## config.mk

```make
export PLATFORM = sky130hd
export DESIGN_NAME = execute_pipe_flat
export DESIGN_NICKNAME = d
export VERILOG_FILES = /design/src/rtl/execute_pipe_if.sv /design/src/rtl/execute_pipe.sv /design/src/flat_wrapper.sv
export SDC_FILE = /design/constraint.sdc
export NUM_CORES = 2
export LEC_CHECK = 0
export CAP_MARGIN = 0
export CORE_ASPECT_RATIO = 1.75
export CORE_UTILIZATION = 30
export CTS_CLUSTER_SIZE = 8
export DETAILED_ROUTE_END_ITERATION = 10
export MAX_ROUTING_LAYER = met4
export SETUP_SLACK_MARGIN = 0.5
export SLEW_MARGIN = 30
export SYNTH_ARGS = -nofsm -noshare
export SYNTH_HDL_FRONTEND = slang
export SYNTH_SLANG_ARGS = --single-unit
export TNS_END_PERCENT = 5
```

## constraint.sdc

```tcl
create_clock -name clk -period 6.55 [get_ports clk]
set_input_delay 1.31 -clock clk [delete_from_list [all_inputs] [get_ports clk]]
set_output_delay 1.31 -clock clk [all_outputs]
set_load 0.005 [all_outputs]
```

## src/rtl/execute_pipe_if.sv

```systemverilog
// rtl/execute_pipe_if.sv - RS issue / CDB result bundle and op encodings for execute_pipe
`ifndef EXECUTE_PIPE_OPS
`define EXECUTE_PIPE_OPS
`define Jump     1'b1
`define NotJump  1'b0
`define OP_LUI   6'd1
`define OP_AUIPC 6'd2
`define OP_JAL   6'd3
`define OP_JALR  6'd4
`define OP_BEQ   6'd5
`define OP_BNE   6'd6
`define OP_BLT   6'd7
`define OP_BGE   6'd8
`define OP_BLTU  6'd9
`define OP_BGEU  6'd10
`define OP_ADDI  6'd19
`define OP_SLTI  6'd20
`define OP_SLTIU 6'd21
`define OP_XORI  6'd22
`define OP_ORI   6'd23
`define OP_ANDI  6'd24
`define OP_SLLI  6'd25
`define OP_SRLI  6'd26
`define OP_SRAI  6'd27
`define OP_ADD   6'd28
`define OP_SUB   6'd29
`define OP_SLL   6'd30
`define OP_SLT   6'd31
`define OP_SLTU  6'd32
`define OP_XOR   6'd33
`define OP_SRL   6'd34
`define OP_SRA   6'd35
`define OP_OR    6'd36
`define OP_AND   6'd37
`endif

interface execute_pipe_if #(
  parameter int DATA_W = 32,
  parameter int NICK_W = 4,
  parameter int OP_W   = 6
);
  logic              iRS_en;
  logic              oRS_ready;
  logic [DATA_W-1:0] iRS_pc;
  logic [OP_W-1:0]   iRS_op;
  logic [DATA_W-1:0] iRS_imm;
  logic [NICK_W-1:0] iRS_rd_nick;
  logic [DATA_W-1:0] iRS_rs1_dt;
  logic [DATA_W-1:0] iRS_rs2_dt;
  logic              oEX_en;
  logic              iCDB_gnt;
  logic [NICK_W-1:0] oEX_nick;
  logic [DATA_W-1:0] oEX_dt;
  logic              oEX_ac;
  logic [DATA_W-1:0] oEX_j_pc;

  // RS + CDB arbiter side
  modport master (
    output iRS_en, iRS_pc, iRS_op, iRS_imm, iRS_rd_nick, iRS_rs1_dt, iRS_rs2_dt, iCDB_gnt,
    input  oRS_ready, oEX_en, oEX_nick, oEX_dt, oEX_ac, oEX_j_pc
  );

  // execute unit side
  modport slave (
    input  iRS_en, iRS_pc, iRS_op, iRS_imm, iRS_rd_nick, iRS_rs1_dt, iRS_rs2_dt, iCDB_gnt,
    output oRS_ready, oEX_en, oEX_nick, oEX_dt, oEX_ac, oEX_j_pc
  );
endinterface

```

## src/rtl/execute_pipe.sv

```systemverilog
// rtl/execute_pipe.sv - one-stage integer execute unit with result queue and flush
module execute_pipe #(
  parameter int DATA_W = 32,
  parameter int NICK_W = 4,
  parameter int OP_W   = 6,
  parameter int DEPTH  = 4
) (
  input  logic         clk,
  input  logic         rst,
  input  logic         rdy,
  input  logic         iROB_clr,
  execute_pipe_if.slave bus
);
  localparam int PTR_W = $clog2(DEPTH);
  localparam int SH_W  = $clog2(DATA_W);
  localparam logic [DATA_W-1:0] FOUR = DATA_W'(4);
  localparam logic [PTR_W:0]    FULL = (PTR_W+1)'(DEPTH);

  logic [DATA_W-1:0] ex_dt, ex_jpc, opb, pc4, pc_imm;
  logic              ex_ac, use_imm, lt_s, lt_u, eq;
  logic [SH_W-1:0]   shamt;

  logic              s1_valid_q, s1_valid_d, s1_ac_q, s1_ac_d;
  logic [NICK_W-1:0] s1_nick_q, s1_nick_d;
  logic [DATA_W-1:0] s1_dt_q, s1_dt_d, s1_jpc_q, s1_jpc_d;
  logic [NICK_W-1:0] q_nick_q [DEPTH];
  logic [NICK_W-1:0] q_nick_d [DEPTH];
  logic [DATA_W-1:0] q_dt_q   [DEPTH];
  logic [DATA_W-1:0] q_dt_d   [DEPTH];
  logic [DATA_W-1:0] q_jpc_q  [DEPTH];
  logic [DATA_W-1:0] q_jpc_d  [DEPTH];
  logic              q_ac_q   [DEPTH];
  logic              q_ac_d   [DEPTH];
  logic [PTR_W-1:0]  rd_ptr_q, rd_ptr_d, wr_ptr_q, wr_ptr_d;
  logic [PTR_W:0]    count_q, count_d, occ;
  logic              ex_en, accept, push, pop;

  // Occupancy counts the op sitting in stage 1 so it always has a queue slot next edge
  assign occ           = count_q + (PTR_W+1)'(s1_valid_q);
  assign bus.oRS_ready = occ < FULL;
  assign ex_en         = count_q != '0;
  assign accept        = bus.iRS_en & bus.oRS_ready & rdy & ~iROB_clr;
  assign push          = s1_valid_q;
  assign pop           = ex_en & bus.iCDB_gnt & rdy;

  assign bus.oEX_en    = ex_en;
  assign bus.oEX_nick  = q_nick_q[rd_ptr_q];
  assign bus.oEX_dt    = q_dt_q[rd_ptr_q];
  assign bus.oEX_ac    = q_ac_q[rd_ptr_q];
  assign bus.oEX_j_pc  = q_jpc_q[rd_ptr_q];

  // Decode and compute the offered op; every field has a default so nothing stale leaks
  always_comb begin
    case (bus.iRS_op)
      `OP_ADDI, `OP_SLTI, `OP_SLTIU, `OP_XORI, `OP_ORI, `OP_ANDI,
      `OP_SLLI, `OP_SRLI, `OP_SRAI: use_imm = 1'b1;
      default:                      use_imm = 1'b0;
    endcase
    opb    = use_imm ? bus.iRS_imm : bus.iRS_rs2_dt;
    shamt  = opb[SH_W-1:0];
    lt_s   = $signed(bus.iRS_rs1_dt) < $signed(opb);
    lt_u   = bus.iRS_rs1_dt < opb;
    eq     = bus.iRS_rs1_dt == opb;
    pc4    = bus.iRS_pc + FOUR;
    pc_imm = bus.iRS_pc + bus.iRS_imm;
    ex_dt  = '0;
    ex_ac  = `NotJump;
    ex_jpc = pc4;
    case (bus.iRS_op)
      `OP_LUI:             ex_dt = bus.iRS_imm;
      `OP_AUIPC:           ex_dt = pc_imm;
      `OP_ADD, `OP_ADDI:   ex_dt = bus.iRS_rs1_dt + opb;
      `OP_SUB:             ex_dt = bus.iRS_rs1_dt - opb;
      `OP_XOR, `OP_XORI:   ex_dt = bus.iRS_rs1_dt ^ opb;
      `OP_OR,  `OP_ORI:    ex_dt = bus.iRS_rs1_dt | opb;
      `OP_AND, `OP_ANDI:   ex_dt = bus.iRS_rs1_dt & opb;
      `OP_SLL, `OP_SLLI:   ex_dt = bus.iRS_rs1_dt << shamt;
      `OP_SRL, `OP_SRLI:   ex_dt = bus.iRS_rs1_dt >> shamt;
      `OP_SRA, `OP_SRAI:   ex_dt = $unsigned($signed(bus.iRS_rs1_dt) >>> shamt);
      `OP_SLT, `OP_SLTI:   ex_dt = DATA_W'(lt_s);
      `OP_SLTU, `OP_SLTIU: ex_dt = DATA_W'(lt_u);
      `OP_BEQ:  begin ex_ac = eq;    ex_jpc = eq    ? pc_imm : pc4; end
      `OP_BNE:  begin ex_ac = ~eq;   ex_jpc = ~eq   ? pc_imm : pc4; end
      `OP_BLT:  begin ex_ac = lt_s;  ex_jpc = lt_s  ? pc_imm : pc4; end
      `OP_BGE:  begin ex_ac = ~lt_s; ex_jpc = ~lt_s ? pc_imm : pc4; end
      `OP_BLTU: begin ex_ac = lt_u;  ex_jpc = lt_u  ? pc_imm : pc4; end
      `OP_BGEU: begin ex_ac = ~lt_u; ex_jpc = ~lt_u ? pc_imm : pc4; end
      `OP_JAL:  begin ex_ac = `Jump; ex_dt = pc4; ex_jpc = pc_imm; end
      `OP_JALR: begin
        ex_ac  = `Jump;
        ex_dt  = pc4;
        ex_jpc = (bus.iRS_rs1_dt + bus.iRS_imm) & ~DATA_W'(1);
      end
      default: ;
    endcase
  end

  // Next state for stage 1 and the circular result queue; flush wins over accept and pop
  always_comb begin
    s1_valid_d = s1_valid_q;
    s1_nick_d  = s1_nick_q;
    s1_dt_d    = s1_dt_q;
    s1_ac_d    = s1_ac_q;
    s1_jpc_d   = s1_jpc_q;
    q_nick_d   = q_nick_q;
    q_dt_d     = q_dt_q;
    q_ac_d     = q_ac_q;
    q_jpc_d    = q_jpc_q;
    rd_ptr_d   = rd_ptr_q;
    wr_ptr_d   = wr_ptr_q;
    count_d    = count_q;
    if (rdy) begin
      if (iROB_clr) begin
        s1_valid_d = 1'b0;
        count_d    = '0;
        rd_ptr_d   = '0;
        wr_ptr_d   = '0;
      end else begin
        if (push) begin
          q_nick_d[wr_ptr_q] = s1_nick_q;
          q_dt_d[wr_ptr_q]   = s1_dt_q;
          q_ac_d[wr_ptr_q]   = s1_ac_q;
          q_jpc_d[wr_ptr_q]  = s1_jpc_q;
          wr_ptr_d           = wr_ptr_q + PTR_W'(1);
        end
        if (pop) rd_ptr_d = rd_ptr_q + PTR_W'(1);
        if (push && !pop) count_d = count_q + (PTR_W+1)'(1);
        if (!push && pop) count_d = count_q - (PTR_W+1)'(1);
        s1_valid_d = accept;
        if (accept) begin
          s1_nick_d = bus.iRS_rd_nick;
          s1_dt_d   = ex_dt;
          s1_ac_d   = ex_ac;
          s1_jpc_d  = ex_jpc;
        end
      end
    end
  end

  // State registers with synchronous reset
  always_ff @(posedge clk) begin
    if (rst) begin
      s1_valid_q <= 1'b0;
      s1_nick_q  <= '0;
      s1_dt_q    <= '0;
      s1_ac_q    <= `NotJump;
      s1_jpc_q   <= '0;
      rd_ptr_q   <= '0;
      wr_ptr_q   <= '0;
      count_q    <= '0;
      for (int i = 0; i < DEPTH; i++) begin
        q_nick_q[i] <= '0;
        q_dt_q[i]   <= '0;
        q_ac_q[i]   <= `NotJump;
        q_jpc_q[i]  <= '0;
      end
    end else begin
      s1_valid_q <= s1_valid_d;
      s1_nick_q  <= s1_nick_d;
      s1_dt_q    <= s1_dt_d;
      s1_ac_q    <= s1_ac_d;
      s1_jpc_q   <= s1_jpc_d;
      rd_ptr_q   <= rd_ptr_d;
      wr_ptr_q   <= wr_ptr_d;
      count_q    <= count_d;
      q_nick_q   <= q_nick_d;
      q_dt_q     <= q_dt_d;
      q_ac_q     <= q_ac_d;
      q_jpc_q    <= q_jpc_d;
    end
  end

  // The ready rule guarantees stage 1 never pushes into a full queue
  assert property (@(posedge clk) disable iff (rst) s1_valid_q |-> (count_q != FULL));
endmodule

```

## src/flat_wrapper.sv

```systemverilog
// flat-port wrapper written by rule: the top's interface ports become plain ports
module execute_pipe_flat 
#(
  parameter int DATA_W = 32,
  parameter int NICK_W = 4,
  parameter int OP_W   = 6,
  parameter int DEPTH  = 4
)
  (clk, rst, rdy, iROB_clr, bus_iRS_en, bus_iRS_pc, bus_iRS_op, bus_iRS_imm, bus_iRS_rd_nick, bus_iRS_rs1_dt, bus_iRS_rs2_dt, bus_iCDB_gnt, bus_oRS_ready, bus_oEX_en, bus_oEX_nick, bus_oEX_dt, bus_oEX_ac, bus_oEX_j_pc);
  execute_pipe_if #(.DATA_W(DATA_W), .NICK_W(NICK_W), .OP_W(OP_W)) bus_i ();
  input  logic clk;
  input  logic rst;
  input  logic rdy;
  input  logic iROB_clr;
  input wire logic [$bits(bus_i.iRS_en)-1:0] bus_iRS_en;
  input wire logic [$bits(bus_i.iRS_pc)-1:0] bus_iRS_pc;
  input wire logic [$bits(bus_i.iRS_op)-1:0] bus_iRS_op;
  input wire logic [$bits(bus_i.iRS_imm)-1:0] bus_iRS_imm;
  input wire logic [$bits(bus_i.iRS_rd_nick)-1:0] bus_iRS_rd_nick;
  input wire logic [$bits(bus_i.iRS_rs1_dt)-1:0] bus_iRS_rs1_dt;
  input wire logic [$bits(bus_i.iRS_rs2_dt)-1:0] bus_iRS_rs2_dt;
  input wire logic [$bits(bus_i.iCDB_gnt)-1:0] bus_iCDB_gnt;
  output wire logic [$bits(bus_i.oRS_ready)-1:0] bus_oRS_ready;
  output wire logic [$bits(bus_i.oEX_en)-1:0] bus_oEX_en;
  output wire logic [$bits(bus_i.oEX_nick)-1:0] bus_oEX_nick;
  output wire logic [$bits(bus_i.oEX_dt)-1:0] bus_oEX_dt;
  output wire logic [$bits(bus_i.oEX_ac)-1:0] bus_oEX_ac;
  output wire logic [$bits(bus_i.oEX_j_pc)-1:0] bus_oEX_j_pc;
  assign bus_i.iRS_en = bus_iRS_en;
  assign bus_i.iRS_pc = bus_iRS_pc;
  assign bus_i.iRS_op = bus_iRS_op;
  assign bus_i.iRS_imm = bus_iRS_imm;
  assign bus_i.iRS_rd_nick = bus_iRS_rd_nick;
  assign bus_i.iRS_rs1_dt = bus_iRS_rs1_dt;
  assign bus_i.iRS_rs2_dt = bus_iRS_rs2_dt;
  assign bus_i.iCDB_gnt = bus_iCDB_gnt;
  assign bus_oRS_ready = bus_i.oRS_ready;
  assign bus_oEX_en = bus_i.oEX_en;
  assign bus_oEX_nick = bus_i.oEX_nick;
  assign bus_oEX_dt = bus_i.oEX_dt;
  assign bus_oEX_ac = bus_i.oEX_ac;
  assign bus_oEX_j_pc = bus_i.oEX_j_pc;
  execute_pipe #(.DATA_W(DATA_W), .NICK_W(NICK_W), .OP_W(OP_W), .DEPTH(DEPTH)) u_core (.clk(clk), .rst(rst), .rdy(rdy), .iROB_clr(iROB_clr), .bus(bus_i));
endmodule
```

==> impl_metrics.env <==
export IMPL_status="complete, no violations"
export IMPL_postSynthCellCount=3840
export IMPL_htree_levels=2
export IMPL_via_count=31248
export IMPL_crit_arrival_ps=6350
export IMPL_crit_required_ps=7030
export IMPL_ff_latch_area_mm2=0.00707
export IMPL_ff2ff_path_depth=11
export IMPL_rsz0062_at_grt="false"
export IMPL_startpoint_type="input port"
export IMPL_p_total_uw=6640
export IMPL_crit_fanout=4
export IMPL_yosysWarnings=0
export IMPL_clk_pin_slew_worst_paths_ps=70
export IMPL_synth_edff_count=0
export IMPL_syn_area_per_cell_um2=7.43
export IMPL_drive_above_1_share_pct=10.6
export IMPL_worst_pin_slew_ps=1110
export IMPL_portBuffers=214
export IMPL_clockBufferDepth=3
export IMPL_ys_types=109
export IMPL_tns_ps=0
export IMPL_synthFlopType="dfxtp_1"
export IMPL_ys_seq_area_share_pct=24.8
export IMPL_area_growth_pct=19.2
export IMPL_fin_crit_ps=5870
export IMPL_pin_count=215
export IMPL_dr_pass1_iters=5
export IMPL_clock_latency_ps=620
export IMPL_hold_viol=0
export IMPL_grt_usage_pct=31.3
export IMPL_synth_area_mm2=0.0285
export IMPL_num_nets_final=4366
export IMPL_place_congestion=1.04
export IMPL_p_per_area_mw_per_mm2=195
export IMPL_cts_setup_buffers=0
export IMPL_dieArea_mm2=0.0964
export IMPL_leakage_uw=0.0124
export IMPL_cts_hold_buf=0
export IMPL_drc=0
export IMPL_ant_nets=0
export IMPL_wl_per_cell_um=28.7
export IMPL_cts_resized=0
export IMPL_crit_type="input port to flip-flop"
export IMPL_worstHoldStart="u_core.q_jpc_q[104]"
export IMPL_syn_num_nets=4174
export IMPL_hpwl_mm=115
export IMPL_worstHoldEndpoint="u_core.q_jpc_q[104]"
export IMPL_relSlewSlack_pct=26.0
export IMPL_antenna_found_initial=5
export IMPL_slew_violations=0
export IMPL_hold_path_depth=2
export IMPL_rows=149
export IMPL_setup_viol=0
export IMPL_ir_worst_vdd_mv=0.184
export IMPL_grt_pass1_vias=30981
export IMPL_synth_async_reset_ratio_pct=0
export IMPL_grt_start_max_net_pins=164
export IMPL_placedCellCount=5187
export IMPL_instances_no_fill=5250
export IMPL_r2r_start="u_core.push"
export IMPL_die_x_um=235
export IMPL_fin_util_pct=36.1
export IMPL_rr_endpoint="u_core.s1_dt_q[21]"
export IMPL_numCtsBuffers=50
export IMPL_grt_overflow_total=0
export IMPL_fin_crit_sh_pct=89.6
export IMPL_cp_end_kind="flip-flop"
export IMPL_ff2ff_setup_slack_ps=2750
export IMPL_maxCapViolations=0
export IMPL_drtIter0Drc=2942
export IMPL_viasPerCell=5.95
export IMPL_die_h_um=410
export IMPL_core_area_mm2=0.0941
export IMPL_cts_tree="built"
export IMPL_root_buffer="clkbuf_16"
export IMPL_wirelength_mm=151
export IMPL_cts_sinks=353
export IMPL_skew_ps=56.6
export IMPL_fillers=9873
export IMPL_fmax_mhz=170
export IMPL_floorplan_initialDensity_pct=30.3
export IMPL_hp_class="flip-flop to flip-flop"
export IMPL_grt_pass1_wl_mm=216
export IMPL_multiInputGateArea_mm2=0.0199
export IMPL_synth_seq_cells=353
## cells by family after synthesis
logic type,Yosys count,share of synthesized area (%)
AOI/OAI and AO/OA,1205,26.9
DFF,353,24.8
adders and majority gates,190,8.44
and+or+nand+nor,1438,21.7
muxes,139,8.60
buffers and inverters,387,5.68
xor gates and xnor gates,128,3.96
## worst max-delay path, stage by stage
cell	delay [ps]
clkdlybuf4s50_1	540
ha_1	290
fa_1	440
a211oi_1	340
o21a_1	230
nor4_1	130
o32a_1	470
a21oi_1	780
nor2b_1	160
a41oi_1	290
xor2_1	620
o2111a_1	440
o32a_1	200
nand3_1	90
## layout make-up
type | instances | area share (%)
tap | 1208 | 4.44
antenna | 4 | 0.0294
inverter | 121 | 1.36
multi-input combinational | 3100 | 58.6
clock buffer | 54 | 3.78
clock inverter | 4 | 0.177
timing repair buffer | 406 | 10.8
sequential | 353 | 20.8
## flip-flops by register name, summed over array words and instances (netlist names)
register / count
u_core.count_q: 3
u_core.push: 1
u_core.q_ac_q: 4
u_core.q_dt_q: 128
u_core.q_jpc_q: 128
u_core.q_nick_q: 16
u_core.rd_ptr_q: 2
u_core.s1_ac_q: 1
u_core.s1_dt_q: 32
u_core.s1_jpc_q: 32
u_core.s1_nick_q: 4
u_core.wr_ptr_q: 2
## where the power goes
group          switching [uW]  internal [uW]
Combinational            1360            710
Sequential               26.6           2160
Clock                    1010           1370
Total                    2400           4240
## placed cells by master (no fill, tap or decap), types with 11 or more instances in the layout
cell type          n
a211oi_1          44
a21o_1            44
a21oi_1          512
a221o_1           14
a221oi_1          50
a22oi_1           26
a31oi_1           41
and2_1            15
and3_1            29
buf_4            184
clkbuf_16         50
clkdlybuf4s50_1  213
dfxtp_1          351
ha_1             186
inv_1            117
mux2i_1           45
mux4_2            84
nand2_1          851
nand2b_1          22
nand3_1           81
nand4_1           20
nor2_1           234
nor2b_1           22
nor3_1            70
nor4_1            16
o211ai_1          47
o21a_1            16
o21ai_0          160
o21ai_1           20
o21bai_1          16
o221ai_1          23
o22ai_1           44
or2_2             11
or3_1             16
xnor2_1           77
xor2_1            48
## how the worst max path moves through the flow
stage                  startpoint                   to  slack (ps)  cells after the start
finish              bus_iRS_pc[0]   u_core.s1_dt_q[26]         680                     14
floorplan           bus_iRS_op[3]   u_core.s1_dt_q[30]         920                     19
detailed placement  bus_iRS_op[2]   u_core.s1_dt_q[30]         260                     20
global route        bus_iRS_op[2]  u_core.s1_jpc_q[20]         520                     21
global placement    bus_iRS_op[2]  u_core.s1_jpc_q[24]         350                     20
CTS                 bus_iRS_op[2]  u_core.s1_jpc_q[20]         870                     21
## cell usage after synthesis, types with 9 or more instances
library cell / count / area share [%]
inv_1: 117 / 1.5
nor2_1: 238 / 3.1
nand4_1: 20 / 0.44
nand2_1: 855 / 11
a21boi_0: 10 / 0.26
o221ai_1: 23 / 0.71
or2_2: 10 / 0.22
xnor2_1: 79 / 2.4
dfxtp_1: 353 / 25
a21oi_1: 513 / 9.0
buf_4: 14 / 0.37
a2111oi_0: 11 / 0.34
clkbuf_1: 186 / 2.4
o21ai_1: 20 / 0.35
nor2b_1: 22 / 0.48
buf_2: 35 / 0.61
and2_1: 17 / 0.37
nor4_1: 16 / 0.35
nand3_1: 82 / 1.4
o21bai_1: 16 / 0.42
o211ai_1: 47 / 1.2
nand2b_1: 22 / 0.48
o22ai_1: 44 / 0.96
a311oi_1: 9 / 0.28
a211o_1: 10 / 0.31
and3_1: 34 / 0.75
or3_1: 16 / 0.35
mux2i_1: 45 / 1.6
o21a_1: 16 / 0.42
a221oi_1: 50 / 1.5
nor3_1: 72 / 1.3
a221o_1: 14 / 0.49
o31ai_1: 10 / 0.26
o21ai_0: 161 / 2.8
ha_1: 186 / 8.2
a211oi_1: 44 / 1.2
a22oi_1: 26 / 0.68
a21o_1: 44 / 1.2
a31oi_1: 41 / 0.90
mux2_2: 9 / 0.36
mux4_2: 84 / 6.6
buf_1: 23 / 0.30
xor2_1: 48 / 1.5
## through the flow
stage / setup slack, ps / hold WS [ps] / area (um^2)
2_1_floorplan: 916 / 433 / 28500
3_3_place_gp: 349 / 438 / 32600
3_5_place_dp: 258 / 444 / 32600
4_1_cts: 868 / 451 / 34000
5_1_grt: 521 / 465 / 34000
6_report: 681 / 448 / 34000
## routing by layer
| layer | global-route usage, % | vias up | part of all wire [%] |
|---|---|---|---|
| met1 | 33.7 | 15072 | 37 |
| met2 | 52.0 | 1503 | 48 |
| met3 | 4.49 | 517 | 6.4 |
| met5 | - | - | 0 |
| met4 | 24.3 | 0 | 8.9 |
| li1 | - | 14156 | - |
Power figures use the tool's default switching activity.
